[src/rtl/defec_pkg.sv]
// Shared types and constants for the DeFEC receive chain.
// Holds the framer state encoding, soft-symbol width and default frame length.
package defec_pkg;

    typedef enum logic [1:0] {
        IDLE = 2'd0,
        SKIP = 2'd1,
        DATA = 2'd2,
        GAP  = 2'd3
    } state_e;

    localparam int cSOFT_W        = 5;
    localparam int cFRAME_LEN_DEF = 512;

    function automatic int max3(input int a, input int b, input int c);
        int m;
        m = (a > b) ? a : b;
        return (m > c) ? m : c;
    endfunction

endpackage

[src/rtl/pack_framer.sv]
// Packet framer: after a preamble detection, skips a guard run and emits one
// fixed-length payload frame with sop/eop, then ignores retriggers for a gap.
module pack_framer
    import defec_pkg::*;
#(
    parameter int cFRAME_LEN = cFRAME_LEN_DEF,
    parameter int cSKIP      = 0,
    parameter int cGAP       = 16,
    parameter int cCNT_W     = 16,
    parameter int cDROP_W    = 8
) (
    input  logic               iclk,
    input  logic               irst,
    input  logic [cSOFT_W-1:0] idat,
    input  logic               ival,
    input  logic               isop,
    output logic [cSOFT_W-1:0] odat,
    output logic               oval,
    output logic               osop,
    output logic               oeop,
    output logic               obusy,
    output logic [cCNT_W-1:0]  oframe_cnt,
    output logic [cDROP_W-1:0] odrop_cnt
);

    localparam int cSYM_W = $clog2(max3(cFRAME_LEN, cSKIP, cGAP) + 1);

    // Terminal counts; SKIP/GAP are never entered when their length is 0.
    localparam logic [cSYM_W-1:0] cLAST_SKIP = cSYM_W'((cSKIP > 0) ? cSKIP - 1 : 0);
    localparam logic [cSYM_W-1:0] cLAST_DATA = cSYM_W'(cFRAME_LEN - 1);
    localparam logic [cSYM_W-1:0] cLAST_GAP  = cSYM_W'((cGAP > 0) ? cGAP - 1 : 0);

    state_e               state_q, state_d;
    logic [cSYM_W-1:0]    sym_q, sym_d;
    logic [cSOFT_W-1:0]   odat_q, odat_d;
    logic                 oval_q, oval_d;
    logic                 osop_q, osop_d;
    logic                 oeop_q, oeop_d;
    logic                 busy_q, busy_d;
    logic [cCNT_W-1:0]    frame_q, frame_d;
    logic [cDROP_W-1:0]   drop_q, drop_d;
    logic                 drop_hit;

    always_comb begin
        // NOTE: every signal gets a default first so no path leaves it unassigned (no latches).
        state_d  = state_q;
        sym_d    = sym_q;
        odat_d   = odat_q;
        oval_d   = 1'b0;
        osop_d   = 1'b0;
        oeop_d   = 1'b0;
        frame_d  = frame_q;
        drop_d   = drop_q;
        drop_hit = 1'b0;

        if (ival) begin
            unique case (state_q)
                IDLE: begin
                    if (isop) begin
                        sym_d   = '0;
                        state_d = (cSKIP > 0) ? SKIP : DATA;
                    end
                end
                SKIP: begin
                    drop_hit = isop;
                    if (sym_q == cLAST_SKIP) begin
                        sym_d   = '0;
                        state_d = DATA;
                    end else begin
                        sym_d = sym_q + cSYM_W'(1);
                    end
                end
                DATA: begin
                    drop_hit = isop;
                    oval_d   = 1'b1;
                    odat_d   = idat;
                    osop_d   = (sym_q == '0);
                    oeop_d   = (sym_q == cLAST_DATA);
                    if (sym_q == cLAST_DATA) begin
                        sym_d   = '0;
                        frame_d = frame_q + cCNT_W'(1);
                        state_d = (cGAP > 0) ? GAP : IDLE;
                    end else begin
                        sym_d = sym_q + cSYM_W'(1);
                    end
                end
                GAP: begin
                    drop_hit = isop;
                    if (sym_q == cLAST_GAP) begin
                        sym_d   = '0;
                        state_d = IDLE;
                    end else begin
                        sym_d = sym_q + cSYM_W'(1);
                    end
                end
                default: state_d = IDLE;
            endcase

            if (drop_hit && (drop_q != '1)) begin
                drop_d = drop_q + cDROP_W'(1);
            end
        end

        busy_d = (state_d != IDLE);
    end

    // NOTE: sequential state uses non-blocking assignments only.
    always_ff @(posedge iclk or negedge irst) begin
        if (!irst) begin
            state_q <= IDLE;
            sym_q   <= '0;
            odat_q  <= '0;
            oval_q  <= 1'b0;
            osop_q  <= 1'b0;
            oeop_q  <= 1'b0;
            busy_q  <= 1'b0;
            frame_q <= '0;
            drop_q  <= '0;
        end else begin
            state_q <= state_d;
            sym_q   <= sym_d;
            odat_q  <= odat_d;
            oval_q  <= oval_d;
            osop_q  <= osop_d;
            oeop_q  <= oeop_d;
            busy_q  <= busy_d;
            frame_q <= frame_d;
            drop_q  <= drop_d;
        end
    end

    assign odat       = odat_q;
    assign oval       = oval_q;
    assign osop       = osop_q;
    assign oeop       = oeop_q;
    assign obusy      = busy_q;
    assign oframe_cnt = frame_q;
    assign odrop_cnt  = drop_q;

endmodule
[config.mk]
export PLATFORM = sky130hd
export DESIGN_NAME = pack_framer
export DESIGN_NICKNAME = d
export VERILOG_FILES = /design/src/rtl/defec_pkg.sv /design/src/rtl/pack_framer.sv
export SDC_FILE = /design/constraint.sdc
export NUM_CORES = 1
export LEC_CHECK = 0
export ABC_AREA = 1
export BUFFER_PORTS_ARGS = -buffer_cell sky130_fd_sc_hd__buf_4
export CELL_PAD_IN_SITES_DETAIL_PLACEMENT = 1
export CELL_PAD_IN_SITES_GLOBAL_PLACEMENT = 1
export CORE_ASPECT_RATIO = 0.6
export CORE_MARGIN = 2
export CORE_UTILIZATION = 25
export CTS_CLUSTER_DIAMETER = 120
export DETAILED_ROUTE_END_ITERATION = 7
export GPL_ROUTABILITY_DRIVEN = 1
export PLACE_DENSITY = 0.54
export SLEW_MARGIN = 20
export SYNTH_ARGS = -nofsm -noshare
export SYNTH_HDL_FRONTEND = slang
export SYNTH_SLANG_ARGS = --single-unit
[constraint.sdc]
create_clock -name iclk -period 2.3 [get_ports iclk]
set_input_delay 0.23 -clock iclk [delete_from_list [all_inputs] [get_ports iclk]]
set_output_delay 0.23 -clock iclk [all_outputs]
set_load 0.005 [all_outputs]
==> results of run 1 <==
## cell type report
type,instances,area share (%)
Clock buffer,6,4.44
Clock inverter,2,1.20
Inverter,31,3.72
Multi-Input combinational cell,235,38.9
Sequential cell,45,36.0
Tap cell,135,5.40
Timing Repair Buffer,43,10.4
## kinds of logic (layout without fill, tap and decap cells)
logic type      after synthesis  after routing
compound gates               19             19
flops                        45             45
xor+xnor                     20             20
simple gates                192            192
buf+inv                      33             82
fa+ha+maj                     4              4
## cell usage in the layout, fill, tap and decap left out, types with 2 or more instances in the layout
cell type,count
sky130_fd_sc_hd__buf_4,42
sky130_fd_sc_hd__clkbuf_16,5
sky130_fd_sc_hd__dfrtp_1,45
sky130_fd_sc_hd__ha_1,4
sky130_fd_sc_hd__inv_1,27
sky130_fd_sc_hd__inv_2,4
sky130_fd_sc_hd__nand2_1,101
sky130_fd_sc_hd__nand2_2,4
sky130_fd_sc_hd__nand3_1,24
sky130_fd_sc_hd__nand3_2,2
sky130_fd_sc_hd__nand4_1,7
sky130_fd_sc_hd__nor2_1,36
sky130_fd_sc_hd__nor2_2,3
sky130_fd_sc_hd__nor3_1,9
sky130_fd_sc_hd__o21ai_0,9
sky130_fd_sc_hd__o21ai_1,2
sky130_fd_sc_hd__o21ai_2,4
sky130_fd_sc_hd__o21bai_1,2
sky130_fd_sc_hd__xnor2_1,9
sky130_fd_sc_hd__xor2_1,11
## flip-flops by register name, indices dropped and copies added, names as in the netlist
| name | cells |
|---|---|
| oframe_cnt | 16 |
| sym_q | 10 |
| odrop_cnt | 8 |
| odat | 5 |
| state_q | 2 |
| obusy | 1 |
| oeop | 1 |
| osop | 1 |
| oval | 1 |
## metal layers
layer | vias to the layer above | GRT usage, % | wire length [um]
met5 | - | 0 | 0
met4 | 0 | 4.19 | 84
met3 | 7 | 3.93 | 296
met2 | 36 | 18.4 | 2470
met1 | 1021 | 20.7 | 3840
li1 | 1091 | - | -
## critical path, cell delays in order, from the launching register on
cell	delay [ns]
sky130_fd_sc_hd__dfrtp_1	0.45
sky130_fd_sc_hd__nand2_1	0.07
sky130_fd_sc_hd__nor2_1	0.40
sky130_fd_sc_hd__nand3_1	0.17
sky130_fd_sc_hd__xor2_1	0.27
sky130_fd_sc_hd__nand3_1	0.16
sky130_fd_sc_hd__nand2_1	0.10
## per-stage QoR
| step | utilization (%) | instances | setup slack (ns) | hold slack (ns) | total power (W) |
|---|---|---|---|---|---|
| 2_1_floorplan | - | 313 | 0.908 | -0.0656 | 0.00155 |
| 3_3_place_gp | 30.2 | 488 | 0.686 | 0.293 | 0.00189 |
| 3_5_place_dp | 30.2 | 488 | 0.651 | 0.295 | 0.00190 |
| 4_1_cts | 32.1 | 497 | 0.625 | 0.127 | 0.00280 |
| 5_1_grt | 32.1 | 497 | 0.440 | 0.131 | 0.00295 |
| 6_report | 32.1 | 497 | 0.611 | 0.132 | 0.00275 |
## path summary, 6_finish.rpt
check | cells after the start | startpoint | end | slack, ns
min in group asynchronous | 2 | irst | sym_q[1]$_DFFE_PN0P_ | 0.50
max | 6 | sym_q[2]$_DFFE_PN0P_ | sym_q[9]$_DFFE_PN0P_ | 0.61
max in group asynchronous | 2 | irst | odat[0]$_DFFE_PN0P_ | 1.38
min | 3 | idat[1] | odat[1]$_DFFE_PN0P_ | 0.13
max reg2reg | 6 | sym_q[2]$_DFFE_PN0P_ | sym_q[9]$_DFFE_PN0P_ | 0.61
min reg2reg | 2 | odat[0]$_DFFE_PN0P_ | odat[0]$_DFFE_PN0P_ | 0.49
## power by group
part	total [W]	internal, W	switching [W]
combinational	0.000770	0.000341	0.000429
clock	0.000867	0.000543	0.000324
sequential	0.00111	0.000948	0.000161
==> results.py, run 1 <==
metrics = {
    "layout": {
        "filler_cell_count": 1195,
        "num-nets-final": 374,
        "seqCellArea_sq_um": 1130,
        "multiInputGateArea_sq_um": 1220,
        "layout-drive-gt1-share_pct": 20.4,
        "layout-area-overhead-vs-synth_pct": 26.3,
        "post-route-cell-area_sq_um": 3130,
        "n_antenna_cell": 0,
    },
    "placed_design": {
        "dp_hpwl_um": 5080,
        "port_buffers": 41,
        "placedInstanceArea_sq_um": 2940,
        "gp_routability_congestion": 0.781,
    },
    "yosys": {
        "yosysWarningCount": 0,
        "synth.most_common_cell": "sky130_fd_sc_hd__nand2_1",
        "post_synth_main_area_contributors": "sky130_fd_sc_hd__dfrtp_1 (45%), sky130_fd_sc_hd__nand2_1 (15%), sky130_fd_sc_hd__nor2_1 (5.5%)",
        "muxShareOfSynthArea_pct": 0,
        "ys_seq_area_share_pct": 45.5,
        "avgSynthCellArea_sq_um": 7.91,
        "synth_compound_gate_area_share_pct": 4.80,
        "yosysTopAreaCellShare_pct": 45.5,
        "synthAdderAreaFrac_pct": 2.02,
        "async_flop_share_pct": 100,
        "synthDistinctLibCells": 28,
        "post-synth-top-area-cell": "sky130_fd_sc_hd__dfrtp_1",
        "flop_and_latch_count_out_of_synthesis": 45,
        "synth_edf_count": 0,
        "leading_post_synthesis_cells_by_instance_count": "sky130_fd_sc_hd__nand2_1 (101), sky130_fd_sc_hd__dfrtp_1 (45), sky130_fd_sc_hd__nor2_1 (36)",
        "syn-cell-area_sq_um": 2480,
        "synth_simple_gate_area_share_pct": 35.2,
        "largest_family_of_logic_cells_by_synthesized_area": "simple AND/OR/NAND/NOR gates",
        "mappedNetlistNets": 326,
        "postSynthCellCount": 313,
        "synth-xor-area-share_pct": 7.07,
        "ys.flop_type": "sky130_fd_sc_hd__dfrtp_1",
    },
    "detailed_routing": {
        "detail_route.vias_per_cell": 4.34,
        "wl_um": 6690,
        "drtAntennaViolNets": 0,
        "detail_route.wl_per_cell_um": 13.5,
        "first_iter_violations": 57,
        "route.detailed.drc": 0,
        "vias": 2155,
        "drt_pre_antenna_iters": 4,
    },
    "sta": {
        "final-max-slew-violation-count": 0,
        "finalCriticalPeriod_ns": 1.69,
        "finalCritPeriodShare_pct": 73.4,
        "fmaxAchievable_mhz": 592,
        "headroom_to_the_max_slew_limit_pct": 59.0,
        "setup-tns-final_ns": 0,
        "timing_hold_violations_final": 0,
        "grt_setup_unrepaired": "no",
        "final-setup-viol-count": 0,
        "clock_skew_ns": 0.00484,
        "max_slew.worst_pin.slew_ns": 0.615,
    },
    "setup_path": {
        "worst_ep_arrival_time_ns": 1.92,
        "worstSetupEndpointType": "flip-flop",
        "timing.critical_path.from_type": "flip-flop",
        "timing.critical_path.required_ns": 2.53,
        "timing_worst_setup_path_type": "flip-flop to flip-flop",
        "timing.critical_path.fanout_max": 5,
    },
    "worst_hold_path": {
        "hold_path_class": "input port to flip-flop",
    },
    "floorplan": {
        "num_io_pins": 42,
        "die-width_um": 133,
        "initial_core_util_pct": 25.4,
        "fp.dieArea_sq_um": 10700,
        "placeableCoreArea_sq_um": 9740,
        "row_count": 28,
        "fp.dieH_um": 81.1,
    },
    "clocking": {
        "cts_htree_levels": 2,
        "root_buffer": "sky130_fd_sc_hd__clkbuf_16",
        "cts.repair.resized": 0,
        "number_of_clock_sinks": 45,
        "cts_tree": "yes",
        "postCtsSetupRepairBufs": 0,
        "cts.path.max_buffers": 2,
        "clkLatencyLatePin_ns": 0.29,
        "clock_slew_at_reported_path_ffs_ns": 0.07,
        "numCtsBuffers": 5,
        "cts_hold_buf": 1,
    },
    "global_route": {
        "grt_first_pass_wirelength_um": 11400,
        "grt-ovfl-total": 0,
        "grt_util_all_layers_pct": 13.7,
        "grt_start_max_net_pins": 46,
        "antenna_found_initial": 0,
        "grt_pass1_vias": 2161,
    },
    "flow_run": {
        "timing.max_cap.violations": 0,
    },
    "power": {
        "cellLeakagePower_nw": 1.54,
        "vdd.ir_drop.worst_uv": 355,
        "pwr_cell_area_nw_per_um2": 877,
    },
    "run_status": {
        "outcome": "finished clean",
    },
}
(Power assumes the default switching activity.)
==> inputs of run 2 (changes only) <==
clock period = 1.7 ns   (was 2.3 ns; I/O delays follow)
==> results.py, run 2 (same netlist as run 1, synthesis figures left out) <==
metrics = {
    "global_route": {
        "grt-ovfl-total": 0,
        "grt_first_pass_wirelength_um": 11400,
        "antenna_found_initial": 0,
        "grt_pass1_vias": 2199,
        "grt_util_all_layers_pct": 13.8,
        "grt_start_max_net_pins": 46,
    },
    "run_status": {
        "outcome": "finished clean",
    },
    "placed_design": {
        "gp_routability_congestion": 0.789,
        "dp_hpwl_um": 5170,
        "placedCellCount": 501,
        "port_buffers": 41,
    },
    "floorplan": {
        "die-width_um": 133,
        "row_count": 28,
        "placeableCoreArea_sq_um": 9740,
        "fp.dieH_um": 81.1,
        "fp.dieArea_sq_um": 10700,
        "num_io_pins": 42,
        "initial_core_util_pct": 25.4,
    },
    "sta": {
        "final-setup-viol-count": 0,
        "timing_hold_violations_final": 0,
        "finalCritPeriodShare_pct": 94.0,
        "finalCriticalPeriod_ns": 1.60,
        "setup-tns-final_ns": 0,
        "grt_setup_unrepaired": "yes",
        "max_slew.worst_pin.slew_ns": 0.610,
        "fmaxAchievable_mhz": 626,
        "headroom_to_the_max_slew_limit_pct": 59.3,
        "hold_slack_ns": 0.0797,
        "final-max-slew-violation-count": 0,
        "clock_skew_ns": 0.00487,
    },
    "layout": {
        "num-nets-final": 396,
        "flip_flop_count_of_the_largest_register_after_layout": 16,
        "layout-drive-gt1-share_pct": 25.5,
        "mostFrequentLayoutCell": "sky130_fd_sc_hd__nand2_1",
        "n_antenna_cell": 0,
        "filler_cell_count": 1238,
        "final_core_utilization_pct": 33.6,
        "layout.cells.non_filler": 519,
        "layout-area-overhead-vs-synth_pct": 32.3,
        "commonest_non_fill_non_tap_cells_in_the_layout": "sky130_fd_sc_hd__nand2_1 (101), sky130_fd_sc_hd__buf_4 (63), sky130_fd_sc_hd__dfrtp_1 (45), sky130_fd_sc_hd__nor2_1 (36), sky130_fd_sc_hd__inv_1 (27)",
    },
    "setup_path": {
        "worstSetupEndpointType": "flip-flop",
        "worst_ep_arrival_time_ns": 1.77,
        "timing.critical_path.required_ns": 1.87,
        "timing_worst_setup_path_type": "flip-flop to flip-flop",
        "timing.critical_path.from_type": "flip-flop",
        "timing.critical_path.fanout_max": 8,
    },
    "clocking": {
        "cts_tree": "yes",
        "clkLatencyLatePin_ns": 0.29,
        "number_of_clock_sinks": 45,
        "cts_htree_levels": 2,
        "numCtsBuffers": 5,
        "clock_slew_at_reported_path_ffs_ns": 0.07,
        "cts.path.max_buffers": 2,
        "root_buffer": "sky130_fd_sc_hd__clkbuf_16",
    },
    "detailed_routing": {
        "detail_route.vias_per_cell": 4.22,
        "vias": 2188,
        "drt_pre_antenna_iters": 6,
        "drtAntennaViolNets": 0,
        "detail_route.wl_per_cell_um": 13.2,
        "wl_um": 6850,
        "first_iter_violations": 66,
        "route.detailed.drc": 0,
    },
    "power": {
        "vdd.ir_drop.worst_uv": 520,
        "p_total_w": 0.00364,
        "cellLeakagePower_nw": 1.64,
        "pwr_cell_area_nw_per_um2": 1110,
    },
    "flow_run": {
        "timing.max_cap.violations": 0,
    },
    "worst_hold_path": {
        "hold_path_class": "input port to flip-flop",
    },
}
-- run 2: changes by cell type in the layout (fill, tap and decap cells not counted), sizes merged --
cell / change
bufinv: -1
buf: +22
clkinv: +2
clkinvlp: -1
-- run 2: report_power, final --
part	internal [W]	switching, W
registers	0.00128	0.000211
clock network	0.000541	0.000428
logic	0.000555	0.000620
-- run 2: stage by stage --
stage / instance area, sq um / worst slack, ns
floorplan: 2480 / 0.308
global placement: 3040 / 0.118
detailed placement: 3040 / -0.0238
CTS: 3190 / 0.0650
global route: 3280 / -0.0246
finish: 3280 / 0.102
-- run 2: critical path: stages (launching register included) --
cell                      delay [ns]
sky130_fd_sc_hd__dfrtp_1        0.40
sky130_fd_sc_hd__ha_2           0.23
sky130_fd_sc_hd__nand2_1        0.06
sky130_fd_sc_hd__nor2_1         0.15
sky130_fd_sc_hd__nand3_2        0.17
sky130_fd_sc_hd__nor2_8         0.20
sky130_fd_sc_hd__nand3_1        0.12
sky130_fd_sc_hd__xnor2_1        0.15
-- run 2: cell type report --
class / instances / area [sq um] / share of cell area (%)
clock inverter: 2 / 10.0 / 0.305
clock buffer: 6 / 129 / 3.93
timing repair buffer: 65 / 494 / 15.1
tap: 135 / 169 / 5.15
multi-input combinational: 235 / 1230 / 37.6
inverter: 31 / 116 / 3.55
sequential: 45 / 1130 / 34.4
-- run 2: path summary, 6_finish.rpt --
| check | startpoint | to | slack (ns) | depth (start not counted) |
|---|---|---|---|---|
| min in group asynchronous | irst | sym_q[1]$_DFFE_PN0P_ | 0.43 | 2 |
| min reg2reg | odat[0]$_DFFE_PN0P_ | odat[0]$_DFFE_PN0P_ | 0.48 | 2 |
| min | idat[1] | odat[1]$_DFFE_PN0P_ | 0.08 | 3 |
| max in group asynchronous | irst | odat[4]$_DFFE_PN0P_ | 0.86 | 2 |
| max | sym_q[1]$_DFFE_PN0P_ | oframe_cnt[8]$_DFFE_PN0P_ | 0.10 | 7 |
| max reg2reg | sym_q[1]$_DFFE_PN0P_ | oframe_cnt[8]$_DFFE_PN0P_ | 0.10 | 7 |
-- run 2: what timing repair did --
| item | 4_1_cts | 5_1_grt |
|---|---|---|
| hold buffers | 1 | 0 |
| hold endpoints to repair | 45 | 0 |
| gates resized for setup | 2 | 4 |
| endpoints found under the setup margin | 5 | 22 |
| pin swaps | 0 | 2 |
| buffers inserted | 0 | 9 |
-- run 2: metal layers --
| metal | up-vias | track usage (%) | part of all wire [%] |
|---|---|---|---|
| met5 | - | 0 | 0 |
| met4 | 0 | 3.87 | 0.80 |
| met3 | 5 | 3.43 | 3.8 |
| met2 | 38 | 18.5 | 37 |
| met1 | 1015 | 21.3 | 59 |
| li1 | 1130 | - | - |
==> inputs of run 3 (changes only) <==
clock period = 1.5 ns   (was 1.7 ns; I/O delays follow)
==> results.py, run 3 (same netlist as run 1, synthesis figures left out) <==
metrics = {
    "detailed_routing": {
        "first_iter_violations": 42,
        "vias": 2375,
        "detail_route.vias_per_cell": 4.31,
        "drt_pre_antenna_iters": 4,
        "route.detailed.drc": 0,
        "detail_route.wl_per_cell_um": 13.9,
        "drtAntennaViolNets": 0,
        "wl_um": 7660,
    },
    "placed_design": {
        "placedCellCount": 528,
        "dp_hpwl_um": 5480,
        "placedInstanceArea_sq_um": 3270,
        "gp_routability_congestion": 0.784,
        "port_buffers": 41,
    },
    "flow_run": {
        "timing.max_cap.violations": 0,
    },
    "setup_path": {
        "timing.critical_path.from_type": "flip-flop",
        "timing.critical_path.fanout_max": 6,
        "worst_ep_arrival_time_ns": 1.74,
        "timing.critical_path.required_ns": 1.68,
        "timing_worst_setup_path_type": "flip-flop to flip-flop",
        "worstSetupEndpointType": "flip-flop",
    },
    "clocking": {
        "cts_htree_levels": 2,
        "root_buffer": "sky130_fd_sc_hd__clkbuf_16",
        "cts_tree": "yes",
        "clock_slew_at_reported_path_ffs_ns": 0.06,
        "clkLatencyLatePin_ns": 0.29,
        "number_of_clock_sinks": 45,
        "numCtsBuffers": 5,
        "cts.path.max_buffers": 2,
    },
    "sta": {
        "postLayoutSetupSlackWorst_ns": -0.0647,
        "grt_setup_unrepaired": "yes",
        "finalCriticalPeriod_ns": 1.56,
        "clock_skew_ns": 0.00507,
        "final-max-slew-violation-count": 0,
        "headroom_to_the_max_slew_limit_pct": 58.4,
        "final-setup-viol-count": 15,
        "fmaxAchievable_mhz": 639,
        "timing_hold_violations_final": 0,
        "finalCritPeriodShare_pct": 104,
        "setup-tns-final_ns": -0.507,
        "max_slew.worst_pin.slew_ns": 0.624,
    },
    "floorplan": {
        "placeableCoreArea_sq_um": 9740,
        "fp.dieArea_sq_um": 10700,
        "fp.dieH_um": 81.1,
        "die-width_um": 133,
        "row_count": 28,
        "initial_core_util_pct": 25.4,
        "num_io_pins": 42,
    },
    "layout": {
        "filler_cell_count": 1171,
        "num-nets-final": 429,
        "n_antenna_cell": 0,
        "layout-area-overhead-vs-synth_pct": 59.4,
        "layout-drive-gt1-share_pct": 44.7,
        "flip_flop_count_of_the_largest_register_after_layout": 16,
        "commonest_non_fill_non_tap_cells_in_the_layout": "sky130_fd_sc_hd__nand2_1 (83), sky130_fd_sc_hd__buf_4 (83), sky130_fd_sc_hd__dfrtp_1 (43), sky130_fd_sc_hd__inv_1 (23), sky130_fd_sc_hd__nor2_1 (23)",
        "post-route-cell-area_sq_um": 3950,
        "layout.cells.non_filler": 551,
    },
    "power": {
        "vdd.ir_drop.worst_uv": 679,
        "internal-power_w": 0.00326,
        "p_seq_share_pct": 33.8,
        "pwr_cell_area_nw_per_um2": 1260,
        "cellLeakagePower_nw": 1.95,
        "power_frac_clock_pct": 25.2,
        "switching_power_w": 0.00170,
        "combPwrFrac_pct": 41.0,
        "switching_share_pct": 34.3,
    },
    "worst_hold_path": {
        "hold_path_class": "input port to flip-flop",
    },
    "global_route": {
        "antenna_found_initial": 0,
        "grt_util_all_layers_pct": 14.9,
        "grt_first_pass_wirelength_um": 12500,
        "grt-ovfl-total": 0,
        "grt_pass1_vias": 2412,
        "grt_start_max_net_pins": 46,
    },
    "run_status": {
        "outcome": "complete, but fails checks",
        "failed_checks": "setup timing",
    },
}
## run 3: worst paths after layout
path                                         endpoint                 start  slack (ns)  cells past startpoint
max in group asynchronous         odat[1]$_DFFE_PN0P_                  irst        0.65                      2
min in group asynchronous        sym_q[1]$_DFFE_PN0P_                  irst        0.41                      2
max                        oframe_cnt[10]$_DFFE_PN0P_  sym_q[0]$_DFFE_PN0P_       -0.06                      9
min                               odat[0]$_DFFE_PN0P_               idat[0]        0.06                      3
min reg2reg                       odat[1]$_DFFE_PN0P_   odat[1]$_DFFE_PN0P_        0.49                      2
max reg2reg                oframe_cnt[10]$_DFFE_PN0P_  sym_q[0]$_DFFE_PN0P_       -0.06                      9
## run 3: timing repair
action,CTS,global route
gates resized for setup,24,74
endpoints found under the setup margin,19,36
buffers inserted,3,11
hold buffers,1,0
hold endpoints to repair,45,0
cloned,0,1
pin swaps,13,24
## run 3: critical path: stages (launching register included)
cell	delay, ns
sky130_fd_sc_hd__dfrtp_1	0.37
sky130_fd_sc_hd__buf_6	0.11
sky130_fd_sc_hd__ha_4	0.15
sky130_fd_sc_hd__nand3_4	0.11
sky130_fd_sc_hd__inv_4	0.09
sky130_fd_sc_hd__nand3b_4	0.08
sky130_fd_sc_hd__nor3_4	0.20
sky130_fd_sc_hd__buf_12	0.14
sky130_fd_sc_hd__clkbuf_16	0.15
sky130_fd_sc_hd__o21ai_2	0.05
## run 3: layout make-up
class                   instances  area [sq um]  area share [%]
clock buffers                   5           125            3.17
clock inverters                 2          35.0           0.887
inverters                      31           124            3.14
multi-input cells             235          1540            38.9
flip-flops and latches         45          1130            28.6
well taps                     135           169            4.28
repair buffers                 98           831            21.0
## run 3: through the flow
stage	hold WS [ns]	setup slack [ns]	utilization, %	total power (W)
final	0.0621	-0.0647	40.6	0.00497
after floorplan	-0.146	0.108	-	0.00238
after global placement	0.212	-0.141	33.6	0.00320
after CTS	0.0533	-0.0246	36.6	0.00472
after detailed placement	0.207	-0.143	33.6	0.00323
after global routing	0.0599	-0.129	40.6	0.00535
## run 3: layer usage
layer	vias up	wire, um	global-route usage [%]
li1	1196	-	-
met1	1139	4220	22.3
met2	36	3140	21.6
met3	4	247	3.43
met4	0	60	3.87
met5	-	0	0
## run 3: power by group through the flow
stage          Combinational (W)  Clock [W]  Sequential, W
6_report                 0.00204    0.00125        0.00168
2_1_floorplan           0.000693          0        0.00169
4_1_cts                  0.00176    0.00131        0.00165
5_1_grt                  0.00228    0.00135        0.00172
3_5_place_dp             0.00157          0        0.00166
3_3_place_gp             0.00155          0        0.00166
